$ cat src/rtl/kiv_init_ctrl.sv
// -----------------------------------------------------------------------------
// kiv_init_ctrl -- key/IV load and warm-up sequencer for a chaotic-map
// keystream core.
//
// A key/IV load is started with `start`. The block then accepts six 32-bit
// key words (least-significant word first) and one IV word over a
// valid/ready handshake. Key words are collected in a shadow register, so the
// committed key seen by the core never changes mid-load. On the edge that
// accepts the IV word, the shadow key and the IV are committed to key_o/iv_o.
// The block then pulses load_o for one cycle and runs WARMUP_CYCLES discard
// iterations. After that it enters RUN, where ks_req drives the core step
// enable.
//
// Parameters
//   WARMUP_CYCLES  discard iterations after commit (0..1023); 0 skips WARMUP
//
// Ports
//   clk        in   sole clock, rising edge
//   reset      in   asynchronous active-high reset
//   start      in   begin key/IV load (honoured in IDLE and RUN only)
//   abort      in   return to IDLE from any state (highest priority)
//   din        in   [31:0] key/IV word
//   din_valid  in   din holds a valid word
//   din_ready  out  word accepted this cycle when din_valid is also high
//   ks_req     in   consumer requests keystream
//   key_o      out  [188:0] committed key
//   iv_o       out  [31:0]  committed IV
//   load_o     out  one-cycle pulse, core samples key_o/iv_o
//   warm_o     out  core iterates, output discarded
//   gen_en_o   out  core step enable for delivered keystream
//   busy_o     out  state is not IDLE
//
// Build option
//   KIV_ZEROIZE_EN  when defined, an abort outside IDLE also clears the
//                   shadow key, key_o and iv_o.
// -----------------------------------------------------------------------------
module kiv_init_ctrl #(
  parameter int unsigned WARMUP_CYCLES = 64
) (
  input  logic         clk,
  input  logic         reset,
  input  logic         start,
  input  logic         abort,
  input  logic [31:0]  din,
  input  logic         din_valid,
  output logic         din_ready,
  input  logic         ks_req,
  output logic [188:0] key_o,
  output logic [31:0]  iv_o,
  output logic         load_o,
  output logic         warm_o,
  output logic         gen_en_o,
  output logic         busy_o
);

  typedef enum logic [2:0] {
    IDLE,
    LOAD_KEY,
    LOAD_IV,
    COMMIT,
    WARMUP,
    RUN
  } state_t;

  // Last value of the warm-up counter. When WARMUP_CYCLES is 0, WARMUP is
  // never entered and this value is unused.
  localparam logic [9:0] WARM_LAST =
    (WARMUP_CYCLES == 0) ? 10'd0 : 10'(WARMUP_CYCLES - 1);

  state_t       state;
  state_t       state_nxt;
  logic [2:0]   word_cnt;
  logic [9:0]   warm_cnt;
  logic [188:0] shadow;

  // ---------------------------------------------------------------------------
  // Next-state logic
  // ---------------------------------------------------------------------------
  always_comb begin
    // NOTE: every variable written here gets a value before any branch;
    // otherwise synthesis infers a latch to hold it on the uncovered paths.
    state_nxt = state;
    if (abort) begin
      state_nxt = IDLE;
    end else begin
      case (state)
        IDLE:     if (start) state_nxt = LOAD_KEY;
        LOAD_KEY: if (din_valid && word_cnt == 3'd5) state_nxt = LOAD_IV;
        LOAD_IV:  if (din_valid) state_nxt = COMMIT;
        COMMIT:   state_nxt = (WARMUP_CYCLES == 0) ? RUN : WARMUP;
        WARMUP:   if (warm_cnt == WARM_LAST) state_nxt = RUN;
        RUN:      if (start) state_nxt = LOAD_KEY;
        default:  state_nxt = IDLE;
      endcase
    end
  end

  // ---------------------------------------------------------------------------
  // Outputs: decoded from the state register. gen_en_o also follows ks_req
  // combinationally while in RUN. The three core strobes are exclusive
  // because each is tied to a different state.
  // ---------------------------------------------------------------------------
  assign din_ready = (state == LOAD_KEY) || (state == LOAD_IV);
  assign load_o    = (state == COMMIT);
  assign warm_o    = (state == WARMUP);
  assign gen_en_o  = (state == RUN) && ks_req;
  assign busy_o    = (state != IDLE);

  // ---------------------------------------------------------------------------
  // State, counters and key/IV datapath
  // ---------------------------------------------------------------------------
  // NOTE: sequential state uses non-blocking assignments, so every register
  // samples values from before this edge, whatever the statement order.
  always_ff @(posedge clk or posedge reset) begin
    if (reset) begin
      state    <= IDLE;
      word_cnt <= '0;
      warm_cnt <= '0;
      shadow   <= '0;
      key_o    <= '0;
      iv_o     <= '0;
    end else begin
      state <= state_nxt;
      if (abort) begin
        // Abort outranks start and din acceptance, so the word presented in
        // this cycle is dropped.
        if (state != IDLE) begin
          word_cnt <= '0;
          warm_cnt <= '0;
`ifdef KIV_ZEROIZE_EN
          shadow   <= '0;
          key_o    <= '0;
          iv_o     <= '0;
`endif
        end
      end else begin
        case (state)
          LOAD_KEY: begin
            if (din_valid) begin
              case (word_cnt)
                3'd0:    shadow[31:0]    <= din;
                3'd1:    shadow[63:32]   <= din;
                3'd2:    shadow[95:64]   <= din;
                3'd3:    shadow[127:96]  <= din;
                3'd4:    shadow[159:128] <= din;
                // Top word only carries 29 key bits. din[31:29] is dropped.
                default: shadow[188:160] <= din[28:0];
              endcase
              word_cnt <= (word_cnt == 3'd5) ? 3'd0 : word_cnt + 3'd1;
            end
          end
          LOAD_IV: begin
            // The only commit point for key_o/iv_o outside reset/abort.
            if (din_valid) begin
              key_o <= shadow;
              iv_o  <= din;
            end
          end
          WARMUP: begin
            warm_cnt <= (warm_cnt == WARM_LAST) ? 10'd0 : warm_cnt + 10'd1;
          end
          default: ;
        endcase
      end
    end
  end

endmodule

$ cat config.mk
export PLATFORM = sky130hd
export DESIGN_NAME = kiv_init_ctrl
export DESIGN_NICKNAME = d
export VERILOG_FILES = /design/src/rtl/kiv_init_ctrl.sv
export SDC_FILE = /design/constraint.sdc
export NUM_CORES = 1
export LEC_CHECK = 0
export BUFFER_PORTS_ARGS = -buffer_cell sky130_fd_sc_hd__buf_2
export CORE_UTILIZATION = 30
export CTS_BUF_LIST = sky130_fd_sc_hd__clkbuf_8
export DETAILED_ROUTE_END_ITERATION = 6
export SLEW_MARGIN = 20
export SYNTH_ARGS = -nofsm -noshare
export SYNTH_HDL_FRONTEND = slang
export SYNTH_SLANG_ARGS = --single-unit
$ cat constraint.sdc
create_clock -name clk -period 17.2 [get_ports clk]
set_input_delay 1.72 -clock clk [delete_from_list [all_inputs] [get_ports clk]]
set_output_delay 1.72 -clock clk [all_outputs]
set_load 0.05 [all_outputs]
==> results.sh, run 1 <==
export IMPL_status="completed"
export IMPL_via_count=9218
export IMPL_cts_resized=0
export IMPL_syn_nets=1021
export IMPL_cp_max_fo=71
export IMPL_synth_edf_count=0
export IMPL_grt_pass1_vias=9609
export IMPL_p_sw_uw=519.5
export IMPL_row_count=84
export IMPL_clk_pin_slew_ns=0.06
export IMPL_setup_violations_final=0
export IMPL_fin_nets=1327
export IMPL_seqPwrFrac=0.508
export IMPL_antenna_found_initial=1
export IMPL_grt_usage=0.1365
export IMPL_finalHoldViolCount=0
export IMPL_finalWeightedCongestion=0.7344
export IMPL_dr_first_iter_drc_count=303
export IMPL_drv_slew=0
export IMPL_power_density_mw_per_mm2=112.6
export IMPL_synthFlopType="dfrtp_1"
export IMPL_area_growth_synth_to_final_pct=22.22
export IMPL_io_buffers=263
export IMPL_async_flop_share=1.000
export IMPL_yosys_warnings=0
export IMPL_synth_seq_cells=426
export IMPL_cts_buffers=78
export IMPL_syn_mean_instance_area_sq_um=16.54
export IMPL_core_sq_mm=0.05297
export IMPL_drtPass1Iterations=4
export IMPL_worst_pin_slew_ns=1.000
export IMPL_setup_slack_ns=13.23
export IMPL_yosys_cell_types_count=42
export IMPL_worstSetupStartpoint="din_valid"
export IMPL_drt_antenna_violating_nets=0
export IMPL_critPathKind="input port to flop"
export IMPL_yosysTopAreaCellShare=0.6569
export IMPL_grt_overflow=0
export IMPL_rsz0062_at_grt="false"
export IMPL_timing_rr_start="state[1]$_DFFE_PP0P_"
export IMPL_start_util=0.3064
export IMPL_fp_dieW_um=234.6
export IMPL_postCtsSetupBuffers=0
export IMPL_routed_wl_mm=37.18
export IMPL_synth_commonest_cells="dfrtp_1 (426), mux2_2 (374), buf_2 (30), mux2_4 (30), nand2_1 (16)"
export IMPL_root_buffer="clkbuf_8"
export IMPL_synth_largest_area_cell="dfrtp_1"
export IMPL_fmax_mhz=252.0
export IMPL_avgViaCountPerCell=4.534
export IMPL_wl_per_cell_um=18.29
export IMPL_yosys_top_cells_area="dfrtp_1 (66%), mux2_2 (26%), mux2_4 (2.8%), buf_2 (0.93%), mux2_1 (0.42%)"
export IMPL_min_from="shadow[59]$_DFFE_PP0P_"
export IMPL_synth_most_common_cell="dfrtp_1"
export IMPL_holdPathStages=1
export IMPL_die_height_um=234.6
export IMPL_dieArea_sq_mm=0.05503
export IMPL_drc=0
export IMPL_cts_tree="yes"
export IMPL_fin_setup_tns_ns=0
export IMPL_cp_arrival_ns=4.47
export IMPL_clockBufferDepth=3
export IMPL_p_clk_frac=0.431
export IMPL_max_vdd_ir_drop_mv=0.04745
export IMPL_pre_cts_slack_ns=12.59
export IMPL_end_kind="flop"
export IMPL_hp_class="flop to flop"
export IMPL_dp_hpwl_mm=22.64
export IMPL_cts_hold_buf=0
export IMPL_drv_cap=0
export IMPL_clock_latency_ns=0.64
export IMPL_p_leak_uw=0.01091
export IMPL_cts_sinks=426
export IMPL_r2r_cells=6
export IMPL_grt_pass1_wl_mm=57.07
export IMPL_swShare=0.2326
export IMPL_combPwrFrac=0.060
export IMPL_fin_crit_ns=3.968
export IMPL_period_share=0.2307
export IMPL_seq_area_frac_synth=0.6569
export IMPL_io_pins=264
export IMPL_htree_levels=3
export IMPL_drive_above_1_share=0.5934
export IMPL_required_ns=17.71
export IMPL_grt_max_degree=169
export IMPL_intPower_uw=1714
export IMPL_syn_inst=981
export IMPL_finalClockSkew_ns=0.01984
export IMPL_timing_slew_headroom=0.3333
export IMPL_synthesis_area_sq_mm=0.01623
export IMPL_critPathLaunchType="input port"
-- flip-flops by register name, indices dropped and copies added (netlist names) --
register	count
warm_cnt	10
key_o	189
iv_o	32
word_cnt	3
shadow	189
state	3
-- cell usage in the layout, fill, tap and decap left out, types with 2 or more instances in the layout --
cell type / n
ha_1: 2
mux2_1: 6
and2_1: 3
mux2_2: 374
nand2_1: 12
clkinvlp_4: 3
a31oi_1: 3
dfrtp_1: 426
nand3_2: 2
or3b_1: 2
nand2b_1: 3
diode_2: 2
nor3b_1: 2
and3b_1: 2
a21oi_1: 2
nor3_1: 5
buf_2: 263
buf_4: 9
a22o_1: 3
bufinv_16: 3
inv_1: 30
xor2_1: 2
nand2_2: 3
clkbuf_8: 96
clkinv_2: 6
nor2_1: 14
o21ai_0: 12
and3_1: 2
mux2_4: 30
a22oi_1: 2
nand4_1: 2
-- critical path, cell delays in order --
cell     delay (ns)
buf_2          0.12
nor3b_1        0.17
nand2_4        0.40
buf_4          0.62
buf_4          0.88
mux2_2         0.42
-- kinds of logic after synthesis --
logic type | Yosys count | share of synthesized area
AOI/OAI and AO/OA | 29 | 0.01141
muxes | 410 | 0.2914
adders and majority gates | 2 | 0.001542
and+or+nand+nor | 59 | 0.01881
xor gates and xnor gates | 3 | 0.001619
DFF | 426 | 0.6569
buffers and inverters | 52 | 0.01827
-- power by group through the flow --
stage,clock [uW],sequential [uW],combinational [uW]
2_1_floorplan,0,1140,104
3_3_place_gp,0,1150,133
3_5_place_dp,0,1150,139
4_1_cts,1000,1140,139
5_1_grt,1050,1150,151
6_report,963,1140,135
-- metrics by stage --
stage	power, uW	cell area, sq um	util	instances	hold WS (ns)
2_1_floorplan	1246	16230	-	981	0.4602
3_3_place_gp	1281	18250	0.3446	1895	0.4710
3_5_place_dp	1292	18250	0.3446	1895	0.4816
4_1_cts	2277	19830	0.3743	2031	0.4949
5_1_grt	2348	19830	0.3744	2032	0.5090
6_report	2234	19830	0.3744	2033	0.4899
-- final timing paths --
| path | to | slack (ns) |
|---|---|---|
| worst max-delay path | key_o[153]$_DFFE_PP0P_ | 13.23 |
| worst min-delay path | key_o[59]$_DFFE_PP0P_ | 0.49 |
| worst max register to register | key_o[153]$_DFFE_PP0P_ | 13.90 |
| worst min register to register | key_o[59]$_DFFE_PP0P_ | 0.49 |
| max in group asynchronous | shadow[45]$_DFFE_PP0P_ | 13.78 |
| min in group asynchronous | iv_o[0]$_DFFE_PP0P_ | 1.21 |
-- layout make-up --
type | count | area, sq um
Tap cell | 688 | 860.8
Sequential cell | 426 | 10660
Clock buffer | 96 | 1321
Antenna cell | 2 | 5.005
Inverter | 4 | 22.52
Timing Repair Buffer | 274 | 1415
Fill cell | 5106 | 33140
Multi-Input combinational cell | 503 | 5296
Clock inverter | 40 | 252.7
-- per-layer routing --
| metal | part of all wire | up-vias | GRT usage |
|---|---|---|---|
| li1 | - | 4130 | - |
| met1 | 0.45 | 4793 | 0.1750 |
| met2 | 0.47 | 226 | 0.2149 |
| met3 | 0.054 | 69 | 0.04082 |
| met4 | 0.025 | 0 | 0.05524 |
| met5 | 0 | - | 0 |
Note: power is estimated with default switching activity, not from simulation.
==> run 2, diff against run 1 <==
==> constraint.sdc (replaced) <==
create_clock -name clk -period 3.9 [get_ports clk]
set_input_delay 0.39 -clock clk [delete_from_list [all_inputs] [get_ports clk]]
set_output_delay 0.39 -clock clk [all_outputs]
set_load 0.05 [all_outputs]
==> results.sh, run 2 (synthesized netlist as in run 1, its figures left out) <==
export IMPL_stdcell_count=2044
export IMPL_wl_per_cell_um=18.29
export IMPL_p_clk_frac=0.424
export IMPL_drtPass1Iterations=4
export IMPL_hp_class="input port to flop"
export IMPL_core_sq_mm=0.05297
export IMPL_clk_pin_slew_ns=0.06
export IMPL_antenna_found_initial=3
export IMPL_cts_sinks=426
export IMPL_routed_wl_mm=37.38
export IMPL_htree_levels=3
export IMPL_critPathLaunchType="flop"
export IMPL_p_leak_uw=0.01098
export IMPL_root_buffer="clkbuf_8"
export IMPL_dr_first_iter_drc_count=306
export IMPL_seqPwrFrac=0.513
export IMPL_final_cell_area_sq_mm=0.01999
export IMPL_io_buffers=263
export IMPL_io_pins=264
export IMPL_cp_max_fo=18
export IMPL_routed_top_layer="met5"
export IMPL_intPower_uw=7476
export IMPL_row_count=84
export IMPL_end_kind="flop"
export IMPL_fp_dieW_um=234.6
export IMPL_dp_hpwl_mm=24.04
export IMPL_avgViaCountPerCell=4.538
export IMPL_clock_latency_ns=0.64
export IMPL_timing_slew_headroom=0.3058
export IMPL_die_height_um=234.6
export IMPL_p_sw_uw=2301
export IMPL_drv_slew=0
export IMPL_via_count=9275
export IMPL_grt_pass1_vias=9692
export IMPL_cts_resized=0
export IMPL_power_density_mw_per_mm2=489.0
export IMPL_clockBufferDepth=3
export IMPL_drc=0
export IMPL_fin_crit_ns=2.699
export IMPL_fin_nets=1339
export IMPL_finalWeightedCongestion=0.7647
export IMPL_grt_overflow=0
export IMPL_layout_common_cells="dfrtp_1 (426), mux2_2 (374), buf_2 (263)"
export IMPL_grt_usage=0.1383
export IMPL_largestRegisters="key_o x189, shadow x189, iv_o x32"
export IMPL_cts_tree="yes"
export IMPL_setup_violations_final=0
export IMPL_dieArea_sq_mm=0.05503
export IMPL_num_fill_cells=5101
export IMPL_fmax_mhz=370.5
export IMPL_max_vdd_ir_drop_mv=0.2500
export IMPL_cp_arrival_ns=3.20
export IMPL_finalHoldViolCount=0
export IMPL_postPlaceCellArea_sq_mm=0.01843
export IMPL_grt_max_degree=107
export IMPL_finalClockSkew_ns=0.02772
export IMPL_period_share=0.6920
export IMPL_required_ns=4.40
export IMPL_swShare=0.2354
export IMPL_drive_above_1_share=0.5982
export IMPL_critPathKind="flop to flop"
export IMPL_hold_ws_ns=0.1164
export IMPL_layout_commonest_cell="dfrtp_1"
export IMPL_worst_pin_slew_ns=1.038
export IMPL_grt_pass1_wl_mm=57.65
export IMPL_start_util=0.3064
export IMPL_cts_buffers=77
export IMPL_area_growth_synth_to_final_pct=23.19
export IMPL_wl_met3_mm=2.056
export IMPL_dp_cells=1906
export IMPL_rsz0062_at_grt="false"
export IMPL_drt_antenna_violating_nets=0
export IMPL_combPwrFrac=0.063
export IMPL_wl_met1_mm=16.72
export IMPL_status="completed"
export IMPL_met2_length_mm=17.86
export IMPL_drv_cap=0
==> run 2: routing by layer <==
metal	global-route usage	up-vias
li1	-	4160
met1	0.1797	4827
met2	0.2183	225
met3	0.04118	61
met4	0.04919	2
met5	0	-
==> run 2: per-stage QoR <==
stage	setup TNS, ns	setup slack [ns]	util	total power (uW)
finish	0	1.201	0.3774	9777
CTS	0	1.165	0.3773	9962
detailed placement	0	1.139	0.3479	5723
floorplan	-954.00	-2.239	-	5496
global route	0	1.039	0.3774	10270
global placement	0	1.180	0.3479	5683
==> run 2: critical path: stages (launching register included) <==
cell     delay [ns]
dfrtp_1        0.47
nor3b_1        0.48
and2_1         0.33
nand3_2        0.52
buf_4          0.46
mux2_2         0.31
==> run 2: final timing paths <==
kind                                   startpoint  slack, ns  depth (start not counted)                 endpoint
max in group asynchronous                   reset       2.32                          5   key_o[174]$_DFFE_PP0P_
hold / removal                            din[11]       0.12                          2  shadow[171]$_DFFE_PP0P_
min in group asynchronous                   reset       0.46                          3      iv_o[1]$_DFFE_PP0P_
setup / recovery             state[2]$_DFFE_PP0P_       1.20                          5   shadow[37]$_DFFE_PP0P_
hold reg to reg            shadow[59]$_DFFE_PP0P_       0.49                          1    key_o[59]$_DFFE_PP0P_
setup reg to reg             state[2]$_DFFE_PP0P_       1.20                          5   shadow[37]$_DFFE_PP0P_
==> run 2: power by group through the flow <==
stage          sequential (uW)  combinational (uW)  clock [uW]
2_1_floorplan             5040                 458           0
3_3_place_gp              5080                 602           0
3_5_place_dp              5090                 629           0
4_1_cts                   5020                 633        4310
5_1_grt                   5070                 684        4520
6_report                  5010                 613        4150
==> run 2: area by class of cell <==
class | count | area (sq um) | area share
Antenna cell | 2 | 5.005 | 0.0002503
Clock buffer | 98 | 1349 | 0.06747
Clock inverter | 36 | 187.7 | 0.009388
Inverter | 4 | 18.77 | 0.0009388
Multi-Input combinational cell | 503 | 5296 | 0.2649
Sequential cell | 426 | 10660 | 0.5332
Tap cell | 688 | 860.8 | 0.04306
Timing Repair Buffer | 287 | 1614 | 0.08074
==> run 2: repair_timing <==
action,4_1_cts,5_1_grt
hold buffers,2,0
hold endpoints to repair,32,0
buffers inserted,0,0
setup endpoints to repair,0,0
==> run 3, diff against run 2 <==
==> constraint.sdc (replaced) <==
create_clock -name clk -period 2.2 [get_ports clk]
set_input_delay 0.22 -clock clk [delete_from_list [all_inputs] [get_ports clk]]
set_output_delay 0.22 -clock clk [all_outputs]
set_load 0.05 [all_outputs]
==> results.sh, run 3 (synthesized netlist as in run 1, its figures left out) <==
export IMPL_core_sq_mm=0.05297
export IMPL_postCtsSetupBuffers=0
export IMPL_stdcell_count=2100
export IMPL_antenna_found_initial=1
export IMPL_wl_per_cell_um=18.28
export IMPL_root_buffer="clkbuf_8"
export IMPL_hp_class="input port to asynchronous set/reset pin"
export IMPL_fin_crit_ns=2.033
export IMPL_cts_sinks=426
export IMPL_io_pins=264
export IMPL_finalHoldViolCount=0
export IMPL_grt_usage=0.1412
export IMPL_fmax_mhz=492.0
export IMPL_grt_pass1_wl_mm=58.64
export IMPL_largestRegisters="key_o x189, shadow x189, iv_o x32"
export IMPL_period_share=0.9239
export IMPL_p_leak_uw=0.01125
export IMPL_clock_latency_ns=0.64
export IMPL_finalWeightedCongestion=0.7262
export IMPL_layout_common_cells="dfrtp_1 (426), mux2_2 (374), buf_2 (262)"
export IMPL_drv_cap=0
export IMPL_start_util=0.3064
export IMPL_cp_max_fo=24
export IMPL_max_vdd_ir_drop_mv=0.4794
export IMPL_cp_arrival_ns=2.54
export IMPL_dr_first_iter_drc_count=343
export IMPL_setup_violations_final=0
export IMPL_drtPass1Iterations=4
export IMPL_dieArea_sq_mm=0.05503
export IMPL_fin_nets=1395
export IMPL_area_growth_synth_to_final_pct=26.73
export IMPL_htree_levels=3
export IMPL_dp_hpwl_mm=25.43
export IMPL_timing_slew_headroom=0.5904
export IMPL_required_ns=2.70
export IMPL_drive_above_1_share=0.5939
export IMPL_io_buffers=263
export IMPL_p_total_uw=17330
export IMPL_drc=0
export IMPL_finalClockSkew_ns=0.01777
export IMPL_fp_dieW_um=234.6
export IMPL_grt_overflow=0
export IMPL_clk_pin_slew_ns=0.06
export IMPL_cts_tree="yes"
export IMPL_drt_antenna_violating_nets=0
export IMPL_routed_wl_mm=38.40
export IMPL_avgViaCountPerCell=4.509
export IMPL_clockBufferDepth=3
export IMPL_critPathLaunchType="flop"
export IMPL_critPathKind="flop to flop"
export IMPL_row_count=84
export IMPL_status="completed"
export IMPL_rsz0062_at_grt="false"
export IMPL_end_kind="flop"
export IMPL_worst_pin_slew_ns=0.6145
export IMPL_grt_pass1_vias=9901
export IMPL_dp_cells=1930
export IMPL_die_height_um=234.6
export IMPL_power_density_mw_per_mm2=842.8
export IMPL_cts_buffers=75
export IMPL_grt_max_degree=105
export IMPL_layout_commonest_cell="dfrtp_1"
export IMPL_via_count=9468
export IMPL_drv_slew=0
export IMPL_num_fill_cells=5041
run 3: changes by cell type in the layout (fill, tap and decap cells not counted), sizes merged:
cell,delta
inv,-2
dlygate4sd3,+34
diode,-1
clkinvlp,+1
clkbuf,-2
clkinv,+2
buf,+24
run 3: timing repair:
action / CTS / global route
hold buffers: 36 / 0
gates cloned: 0 / 0
hold endpoints to repair: 450 / 0
setup endpoints to repair: 1 / 1
resized for setup: 2 / 2
run 3: layout make-up:
type                    instances  area (sq um)  share of cell area
clock inverters                37         202.7            0.009856
multi-input cells             503          5309              0.2581
repair buffers                345          2191              0.1065
well taps                     688         860.8             0.04186
inverters                       4         18.77           0.0009126
clock buffers                  96          1321             0.06425
diodes                          1         2.502           0.0001217
flip-flops and latches        426         10660              0.5183
run 3: worst paths after layout:
| kind | startpoint | endpoint | slack (ns) | cells past startpoint |
|---|---|---|---|---|
| worst max-delay path | state[2]$_DFFE_PP0P_ | shadow[57]$_DFFE_PP0P_ | 0.17 | 7 |
| worst min-delay path | reset | key_o[129]$_DFFE_PP0P_ | 0.1 | 3 |
| worst max register to register | state[2]$_DFFE_PP0P_ | shadow[57]$_DFFE_PP0P_ | 0.17 | 7 |
| worst min register to register | shadow[163]$_DFFE_PP0P_ | key_o[163]$_DFFE_PP0P_ | 0.49 | 1 |
| max in group asynchronous | reset | key_o[86]$_DFFE_PP0P_ | 1.19 | 4 |
| min in group clk | start | state[0]$_DFFE_PP0P_ | 0.13 | 5 |
run 3: metal layers:
layer / GRT usage / wire (um)
met2: 0.2212 / 18310
met5: 0 / 0
met1: 0.1832 / 17160
met3: 0.03840 / 2009
met4: 0.06048 / 917
run 3: through the flow:
step	cell area [sq um]	utilization	worst slack, ns	hold slack (ns)	TNS [ns]
after floorplan	16240	-	-3.769	0.2864	-1605.78
after global placement	18670	0.3524	0.1973	0.2069	0
after detailed placement	18670	0.3524	0.1678	0.2031	0
after CTS	20550	0.3880	0.03661	0.01641	0
after global routing	20570	0.3883	0.01432	0.05015	0
final	20570	0.3883	0.1675	0.09625	0
run 3: critical path, stage by stage, from the launching register on:
cell and delay (ns):
dfrtp_1 0.37, buf_4 0.17, nor3b_1 0.23, buf_4 0.17, and2_1 0.24, nand3_2 0.12, buf_4 0.26, mux2_2 0.32
run 3: power breakdown:
group	total [uW]	internal (uW)	switching, uW
Clock	7280	4040	3230
Combinational	1160	658	507
Sequential	8890	8550	346
Total	17300	13200	4090
